`config.mk`:
```
export PLATFORM = sky130hd
export DESIGN_NAME = sd_cmd_ctrl
export DESIGN_NICKNAME = d
export VERILOG_FILES = /design/src/rtl/sd_cmd_ctrl.sv
export SDC_FILE = /design/constraint.sdc
export NUM_CORES = 1
export LEC_CHECK = 0
export BUFFER_PORTS_ARGS = -buffer_cell sky130_fd_sc_hd__clkbuf_2
export CAP_MARGIN = 20
export CORE_UTILIZATION = 55
export CTS_CLUSTER_SIZE = 8
export DETAILED_ROUTE_END_ITERATION = 8
export PLACE_DENSITY = 0.76
export SLEW_MARGIN = 20
export SYNTH_ARGS = -nofsm -noshare
export SYNTH_HDL_FRONTEND = slang
export SYNTH_SLANG_ARGS = --single-unit
```
`constraint.sdc`:
```
create_clock -name clk -period 6.78 [get_ports clk]
set_clock_uncertainty 0.05 [all_clocks]
set_input_delay 0 -clock clk [delete_from_list [all_inputs] [get_ports clk]]
set_output_delay 0 -clock clk [all_outputs]
set_load 0.02 [all_outputs]
```
`src/rtl/sd_cmd_ctrl.sv`:
```
// SPI-mode SD command engine: sends one 48-bit command frame with CRC7, polls for the R1
// response with a bounded timeout, then clocks out 8 trailer periods with chip-select released.
module sd_cmd_ctrl #(
    parameter int unsigned CLK_DIV      = 1,
    parameter int unsigned RESP_TIMEOUT = 64
) (
    input  logic        clk,
    input  logic        rst_n,
    input  logic        cmd_valid,
    output logic        cmd_ready,
    input  logic [5:0]  cmd_idx,
    input  logic [31:0] cmd_arg,
    output logic        resp_valid,
    output logic [7:0]  resp_r1,
    output logic        resp_timeout,
    output logic        busy,
    input  logic        SD_MISO,
    output logic        SD_CK,
    output logic        SD_MOSI,
    output logic        SD_CSn
);

    typedef enum logic [2:0] {
        StIdle,
        StSend,
        StWait,
        StResp,
        StTrail
    } state_e;

    localparam logic [7:0] DivLast  = 8'(CLK_DIV - 1);
    localparam logic [9:0] PollLast = 10'(RESP_TIMEOUT - 1);

    function automatic logic [6:0] crc7(input logic [39:0] data);
        logic [6:0] crc;
        logic       fb;
        crc = '0;
        for (int i = 39; i >= 0; i--) begin
            fb  = data[i] ^ crc[6];
            crc = {crc[5:0], 1'b0};
            if (fb) begin
                crc = crc ^ 7'h09;
            end
        end
        return crc;
    endfunction

    state_e      state_q, state_d;
    logic [7:0]  div_q, div_d;
    logic        sck_q, sck_d;
    logic        mosi_q, mosi_d;
    logic        csn_q, csn_d;
    logic [47:0] sh_q, sh_d;
    logic [5:0]  bit_q, bit_d;
    logic [9:0]  poll_q, poll_d;
    logic        end_q, end_d;
    logic [7:0]  r1_q, r1_d;
    logic        tmo_q, tmo_d;
    logic        rv_q, rv_d;

    logic [39:0] hdr;
    logic [47:0] frame;
    logic        tick;
    logic        rise;
    logic        fall;

    assign hdr   = {2'b01, cmd_idx, cmd_arg};
    assign frame = {hdr, crc7(hdr), 1'b1};

    // The divider only runs while a transfer is in flight; each tick is one SD_CK edge.
    assign tick = (state_q != StIdle) && (div_q == DivLast);
    assign rise = tick & ~sck_q;
    assign fall = tick & sck_q;

    always_comb begin
        state_d = state_q;
        div_d   = div_q;
        sck_d   = sck_q;
        mosi_d  = mosi_q;
        csn_d   = csn_q;
        sh_d    = sh_q;
        bit_d   = bit_q;
        poll_d  = poll_q;
        end_d   = end_q;
        r1_d    = r1_q;
        tmo_d   = tmo_q;
        rv_d    = 1'b0;

        if (state_q != StIdle) begin
            if (tick) begin
                div_d = '0;
                sck_d = ~sck_q;
            end else begin
                div_d = div_q + 8'd1;
            end
        end

        unique case (state_q)
            StIdle: begin
                if (cmd_valid) begin
                    // Bit 47 goes out now; the shifter holds bits 46..0 for the falling edges.
                    sh_d    = {frame[46:0], 1'b1};
                    mosi_d  = frame[47];
                    csn_d   = 1'b0;
                    sck_d   = 1'b0;
                    div_d   = '0;
                    bit_d   = '0;
                    poll_d  = '0;
                    end_d   = 1'b0;
                    r1_d    = 8'hFF;
                    tmo_d   = 1'b0;
                    state_d = StSend;
                end
            end
            StSend: begin
                if (fall) begin
                    if (bit_q == 6'd47) begin
                        mosi_d  = 1'b1;
                        bit_d   = '0;
                        state_d = StWait;
                    end else begin
                        mosi_d = sh_q[47];
                        sh_d   = {sh_q[46:0], 1'b1};
                        bit_d  = bit_q + 6'd1;
                    end
                end
            end
            StWait: begin
                if (rise && !end_q) begin
                    if (!SD_MISO) begin
                        r1_d    = {r1_q[6:0], 1'b0};
                        bit_d   = '0;
                        state_d = StResp;
                    end else begin
                        poll_d = poll_q + 10'd1;
                        if (poll_q == PollLast) begin
                            tmo_d = 1'b1;
                            r1_d  = 8'hFF;
                            end_d = 1'b1;
                        end
                    end
                end
                // CSn rises on the edge that drives SD_CK low, so SCK is never high with CSn up.
                if (fall && end_q) begin
                    csn_d   = 1'b1;
                    end_d   = 1'b0;
                    bit_d   = '0;
                    state_d = StTrail;
                end
            end
            StResp: begin
                if (rise) begin
                    r1_d  = {r1_q[6:0], SD_MISO};
                    bit_d = bit_q + 6'd1;
                    if (bit_q == 6'd6) begin
                        end_d = 1'b1;
                    end
                end
                if (fall && end_q) begin
                    csn_d   = 1'b1;
                    end_d   = 1'b0;
                    bit_d   = '0;
                    state_d = StTrail;
                end
            end
            StTrail: begin
                if (fall) begin
                    if (bit_q == 6'd7) begin
                        // The 8th trailer fall leaves SD_CK low and the divider at zero.
                        bit_d   = '0;
                        rv_d    = 1'b1;
                        state_d = StIdle;
                    end else begin
                        bit_d = bit_q + 6'd1;
                    end
                end
            end
            default: begin
                state_d = StIdle;
            end
        endcase
    end

    always_ff @(posedge clk) begin
        if (!rst_n) begin
            state_q <= StIdle;
            div_q   <= '0;
            sck_q   <= 1'b0;
            mosi_q  <= 1'b1;
            csn_q   <= 1'b1;
            sh_q    <= '1;
            bit_q   <= '0;
            poll_q  <= '0;
            end_q   <= 1'b0;
            r1_q    <= 8'hFF;
            tmo_q   <= 1'b0;
            rv_q    <= 1'b0;
        end else begin
            state_q <= state_d;
            div_q   <= div_d;
            sck_q   <= sck_d;
            mosi_q  <= mosi_d;
            csn_q   <= csn_d;
            sh_q    <= sh_d;
            bit_q   <= bit_d;
            poll_q  <= poll_d;
            end_q   <= end_d;
            r1_q    <= r1_d;
            tmo_q   <= tmo_d;
            rv_q    <= rv_d;
        end
    end

    // resp_valid lands exactly 64 SD_CK periods after CSn falls when the start bit is on the
    // first poll; there is no extra state-transition cycle.
    assign cmd_ready    = (state_q == StIdle);
    assign busy         = ~cmd_ready;
    assign resp_valid   = rv_q;
    assign resp_r1      = r1_q;
    assign resp_timeout = tmo_q;
    assign SD_CK        = sck_q;
    assign SD_MOSI      = mosi_q;
    assign SD_CSn       = csn_q;

endmodule

```
### Word level (Yosys, flattened, before mapping)

Cells that the tools add are included.

* bits in registers: 89
* input bits: 42
* word-level logic and storage cells: 240
* output and inout bits: 15

* reductions and logical operators: 23
* $add $sub $neg: 3
* eq/ne operators: 27
* mux-type cells: 97
* bitwise operators: 78

Operator list (count)
* two-way mux 4 bit: 38
* two-way mux 48 bit: 3
* one-hot mux 48 bit (2 select lines): 1
* NOT 2 bit: 37
* two-way mux 8 bit: 9
* two-way mux 6 bit: 10
* bitwise XOR 1 bit: 34
* two-way mux 10 bit: 3
* one-hot mux 6 bit (5 select lines): 1
* two-way mux 3 bit: 9
* one-hot mux 8 bit (3 select lines): 1
* != test 2 bit, second input constant: 11
* != test 3 bit, second input constant: 7
* one-hot mux 10 bit (2 select lines): 1
* two-way mux 1 bit: 16
* one-hot mux 3 bit (5 select lines): 1
* AND reduction 7 bit: 2
* equality test 6 x 3 -> 1 bit, second input constant: 2
* adder 10 x 1 -> 10 bit, second input constant: 1
* equality test 10 x 6 -> 1 bit, second input constant: 1
* AND reduction 5 bit: 2
* AND reduction 3 bit: 3
* adder 8 x 1 -> 8 bit, second input constant: 1
* logical NOT 8 bit: 1
* other kinds (20): 33

### Depth between registers and ports, before layout

* depth after elaboration: 77
* depth in mapped cells: 13
* depth with buffers taken out: 13

### Worst setup path before layout

No wires, ideal clock.

* kind: flip-flop to flip-flop
* start: register state_q[0]
* end: register bit_q[2]
* data required time: 6.660 ns
* cell stages (with the launch flop): 13
* library setup time: 0.070 ns
* setup slack: 3.759 ns
* buffers on the path: 2
* period minus slack after synthesis: 3.021 ns
* data arrival time: 2.901 ns
* cells stage by stage: dfxtp_1 -> clkbuf_1 -> or3_1 -> buf_2 -> nand2_1 -> nor4_1 -> ha_1 -> nand2_1 -> and2_1 -> a32oi_1 -> o21ai_1 -> or4b_1 -> a21boi_1

* cells in the longest elaborated chain, start to end: 6
* elaborated cells between the ends (all ways): 22
* those cells by class: eq/ne: 10; mux: 3; bitwise: 2; reduce/logical: 7

Ends and longest elaborated chain
* from (decl): RTL line 48 `state_e state_q, state_d;`
* from (signal assigned): RTL line 186 `state_q <= StIdle;`
* from (signal assigned): RTL line 199 `state_q <= state_d;`
* nonzero test 3 bit: RTL line 71 `assign tick = (state_q != StIdle) && (div_q == DivLast);`
* logical AND 1 bit: RTL line 71
* AND 1 bit, on equally long branches: RTL line 73, 72
* logical AND 1 bit, on equally long branches: RTL line 144, 159, 129
* != test 3 bit (no line) (tied with other cells)
* AND reduction 7 bit (no line) or one-hot mux 6 bit (5 select lines) (tied branches)
* to (signal assigned): RTL line 205 `bit_q <= bit_d;`
* to (decl): RTL line 54 `logic [5:0] bit_q, bit_d;`

Parallel ways exist; a longest one is shown, timed or not.
A chain may end at the register's enable or synchronous reset.

### Final worst setup path

* start: register state_q[0]
* end: register sh_q[26]

* cells in the longest elaborated chain, start to end: 5
* elaborated cells between the ends (all ways): 11
* those cells by class: eq/ne: 4; mux: 1; bitwise: 1; reduce/logical: 5

Ends and longest elaborated chain
* nonzero test 3 bit: RTL line 71
* logical AND 1 bit: RTL line 71
* AND 1 bit: RTL line 73 `assign fall = tick & sck_q;`
* != test 2 bit (no line)
* AND reduction 4 bit (no line)
* to (signal assigned): RTL line 191 `sh_q <= '1;`
* to (signal assigned): RTL line 204 `sh_q <= sh_d;`
* to (decl): RTL line 53 `logic [47:0] sh_q, sh_d;`

Parallel ways exist; a longest one is shown, timed or not.

==> qor.csv <==
stage,metric,value,unit
outcome,outcome,"complete, no violations",
grt,grt_max_degree,84,
floorplanning,row_count,33,
drt,antenna_left,0,
critical_path,critPathLaunchType,register,
floorplanning,pin_count,57,
synth,yosysTopAreaCellShare,0.3670,
grt,antenna_found_initial,0,
layout,multi_input_area,2846,um^2
synth,syn_nets,622,
power_and_ir_drop,ir_drop,249.2,uV
grt,grt_pass1_vias,4217,
clock_tree,hold_buffers,37,
drt,drc,0,
floorplanning,core_area,8299,um^2
timing,fin_setup_tns,0,ps
clock_tree,cts-resized-gates,0,
clock_tree,clkLatencyLatePin,350,ps
critical_path,worstPathArrival,4050,ps
timing,rsz0062_at_grt,no,
min_path,hp-class,in -> reg,
timing,setup_violations,0,
layout,n_fill_cell,681,
layout,fin_nets,696,
grt,gr-total-overflow,0,
placement,dpl.hpwl,7092,um
drt,routed_via_density,5.707,
synth,postSynthCellCount,573,
drt,vias,4320,
timing,period_needed,3870,ps
clock_tree,cts_sinks,87,
synth,synth_flop_cell,dfxtp_1,
timing,tightestPinTransition,742.3,ps
timing,max_freq,258.4,MHz
critical_path,cp_max_fo,83,
timing,hold_ws,13.33,ps
clock_tree,cts_setup_buffers,0,
synth,yosysWarnings,0,
critical_path,end_kind,register,
drt,routed_wl,11210,um
timing,slew_violations,0,
synth,synth_area_per_cell,8.282,um^2
synth,synth-edff-count,0,
layout,diodes,0,
clock_tree,cts.reportedPaths.clkPinSlew,90,ps
synth,synthesis.area,4746,um^2
synth,synth-seq-cells,87,
clock_tree,cts_buffer_depth,2,
timing,final_hold_viol_count,0,
grt,grt_pass1_wl,18920,um
critical_path,critPathKind,reg -> reg,
layout,mostFrequentLayoutCells,"117 x nor2_1, 87 x dfxtp_1, 65 x nand2_1, 56 x clkbuf_2, 41 x xnor2_1",
synth,async_flop_share,0,
layout,layout_commonest_cell,nor2_1,
clock_tree,cts_root_buf,clkbuf_8,
layout,layout-drive-gt1-share,0.1365,
floorplanning,die_h,94.89,um
synth,synth_area_leaders,"dfxtp_1 37%, nor2_1 9.3%, xnor2_1 7.6%",
grt,grt_usage,0.2662,
critical_path,worstPathRequired,6960,ps
floorplanning,start_util,0.5718,
synth,seq_area_frac_synth,0.3670,
synth,yosysTopAreaCell,dfxtp_1,
timing,relSlewSlack,0.5013,
floorplanning,fp.dieArea,9004,um^2
drt,routedWlPerCell,14.80,um
clock_tree,numCtsBuffers,9,
synth,synth_cell_types,48,
timing,fin_crit_sh,0.5708,
clock_tree,htree_levels,3,
drt,firstDrtPassIters,4,
drt,drt_iter0_drc,156,
power_and_ir_drop,powerDensity,341.2,nW/um^2
placement,place.port_buffers,56,
run,cap_violations,0,
clock_tree,cts_tree,done,
layout,area_delta_synth_final,18.93,%
power_and_ir_drop,leakage,2.289,nW
layout,regArea,1742,um^2
floorplanning,die_w,94.89,um
placement,gp_congestion,0.8748,
-- cells in the mapped netlist (3+ instances only) --
master	instances
nor2_1	117
dfxtp_1	87
nand2_1	65
xnor2_1	41
o311ai_1	39
clkbuf_1	26
xor2_1	22
nor3_1	16
o21ai_1	15
a21oi_1	14
nand3_1	12
nand4_1	10
o21ai_0	10
ha_1	7
inv_1	7
xnor3_1	7
nor2b_1	6
or3_1	6
xnor2_2	6
and2_1	5
a21boi_1	4
buf_1	4
nand2b_1	4
and3_1	3
buf_2	3
mux2i_1	3
nor4_1	3
xnor3_2	3
-- metrics by stage --
stage | util | setup slack, ps | std cells | cell area [um^2] | power [W]
final | 0.6801 | 2910 | 757 | 5644 | 0.001926
after floorplan | - | 3759 | 573 | 4746 | 0.001353
after global placement | 0.6097 | 3295 | 704 | 5060 | 0.001486
after global routing | 0.6801 | 2570 | 757 | 5644 | 0.002061
after detailed placement | 0.6097 | 3067 | 704 | 5060 | 0.001510
after CTS | 0.6801 | 3032 | 757 | 5644 | 0.001921
-- routing by layer --
| layer | part of all wire | vias to the layer above | track usage | wire length (um) |
|---|---|---|---|---|
| li1 | - | 2123 | - | - |
| met1 | 0.42 | 2039 | 0.3096 | 4735 |
| met2 | 0.50 | 130 | 0.4694 | 5623 |
| met3 | 0.048 | 28 | 0.05475 | 533 |
| met4 | 0.028 | 0 | 0.1162 | 316 |
| met5 | 0 | - | 0 | 0 |
-- report_power, final --
part           total (W)  switching [W]  internal, W  leakage, nW
Sequential      0.000679      0.0000706     0.000608        0.714
Clock           0.000395       0.000186     0.000209        0.107
Combinational   0.000852       0.000491     0.000361         1.47
Total            0.00193       0.000748      0.00118         2.29
-- cells by family after synthesis --
logic type / Yosys count / synth area share
AOI/OAI and AO/OA: 97 / 0.1455
xor gates and xnor gates: 80 / 0.1885
adders and majority gates: 7 / 0.01845
buffers and inverters: 42 / 0.03559
DFF: 87 / 0.3670
muxes: 3 / 0.006328
and+or+nand+nor: 257 / 0.2386
-- worst max-delay path, stage by stage (launching register included) --
cell	delay, ps
dfxtp_1	670
or3_1	390
nand2_1	100
nor4_1	480
ha_1	360
mux2i_1	130
nor3_1	600
o21ai_4	100
buf_4	380
o311ai_1	470
-- layout make-up --
class	instances	share of cell area
Timing Repair Buffer	97	0.1206
Clock inverter	5	0.01463
Tap cell	105	0.02328
Sequential cell	87	0.3086
Multi-Input combinational cell	444	0.5043
Inverter	8	0.005320
Clock buffer	11	0.02328
-- flip-flops by register name, summed over array words and instances, names as in the netlist, 3 cells and up --
register	count
bit_q	6
resp_r1	8
state_q	3
sh_q	46
div_q	8
poll_q	10
-- path summary, 6_finish.rpt --
path / depth (start not counted) / end / slack (ps) / from
worst min-delay path: 3 / sh_q[41] / 10 / cmd_idx[0]
worst max register to register: 9 / sh_q[26] / 2910 / state_q[0]
worst min register to register: 2 / SD_CSn / 430 / SD_CSn
worst max-delay path: 9 / sh_q[26] / 2910 / state_q[0]
Power figures use the tool's default switching activity.
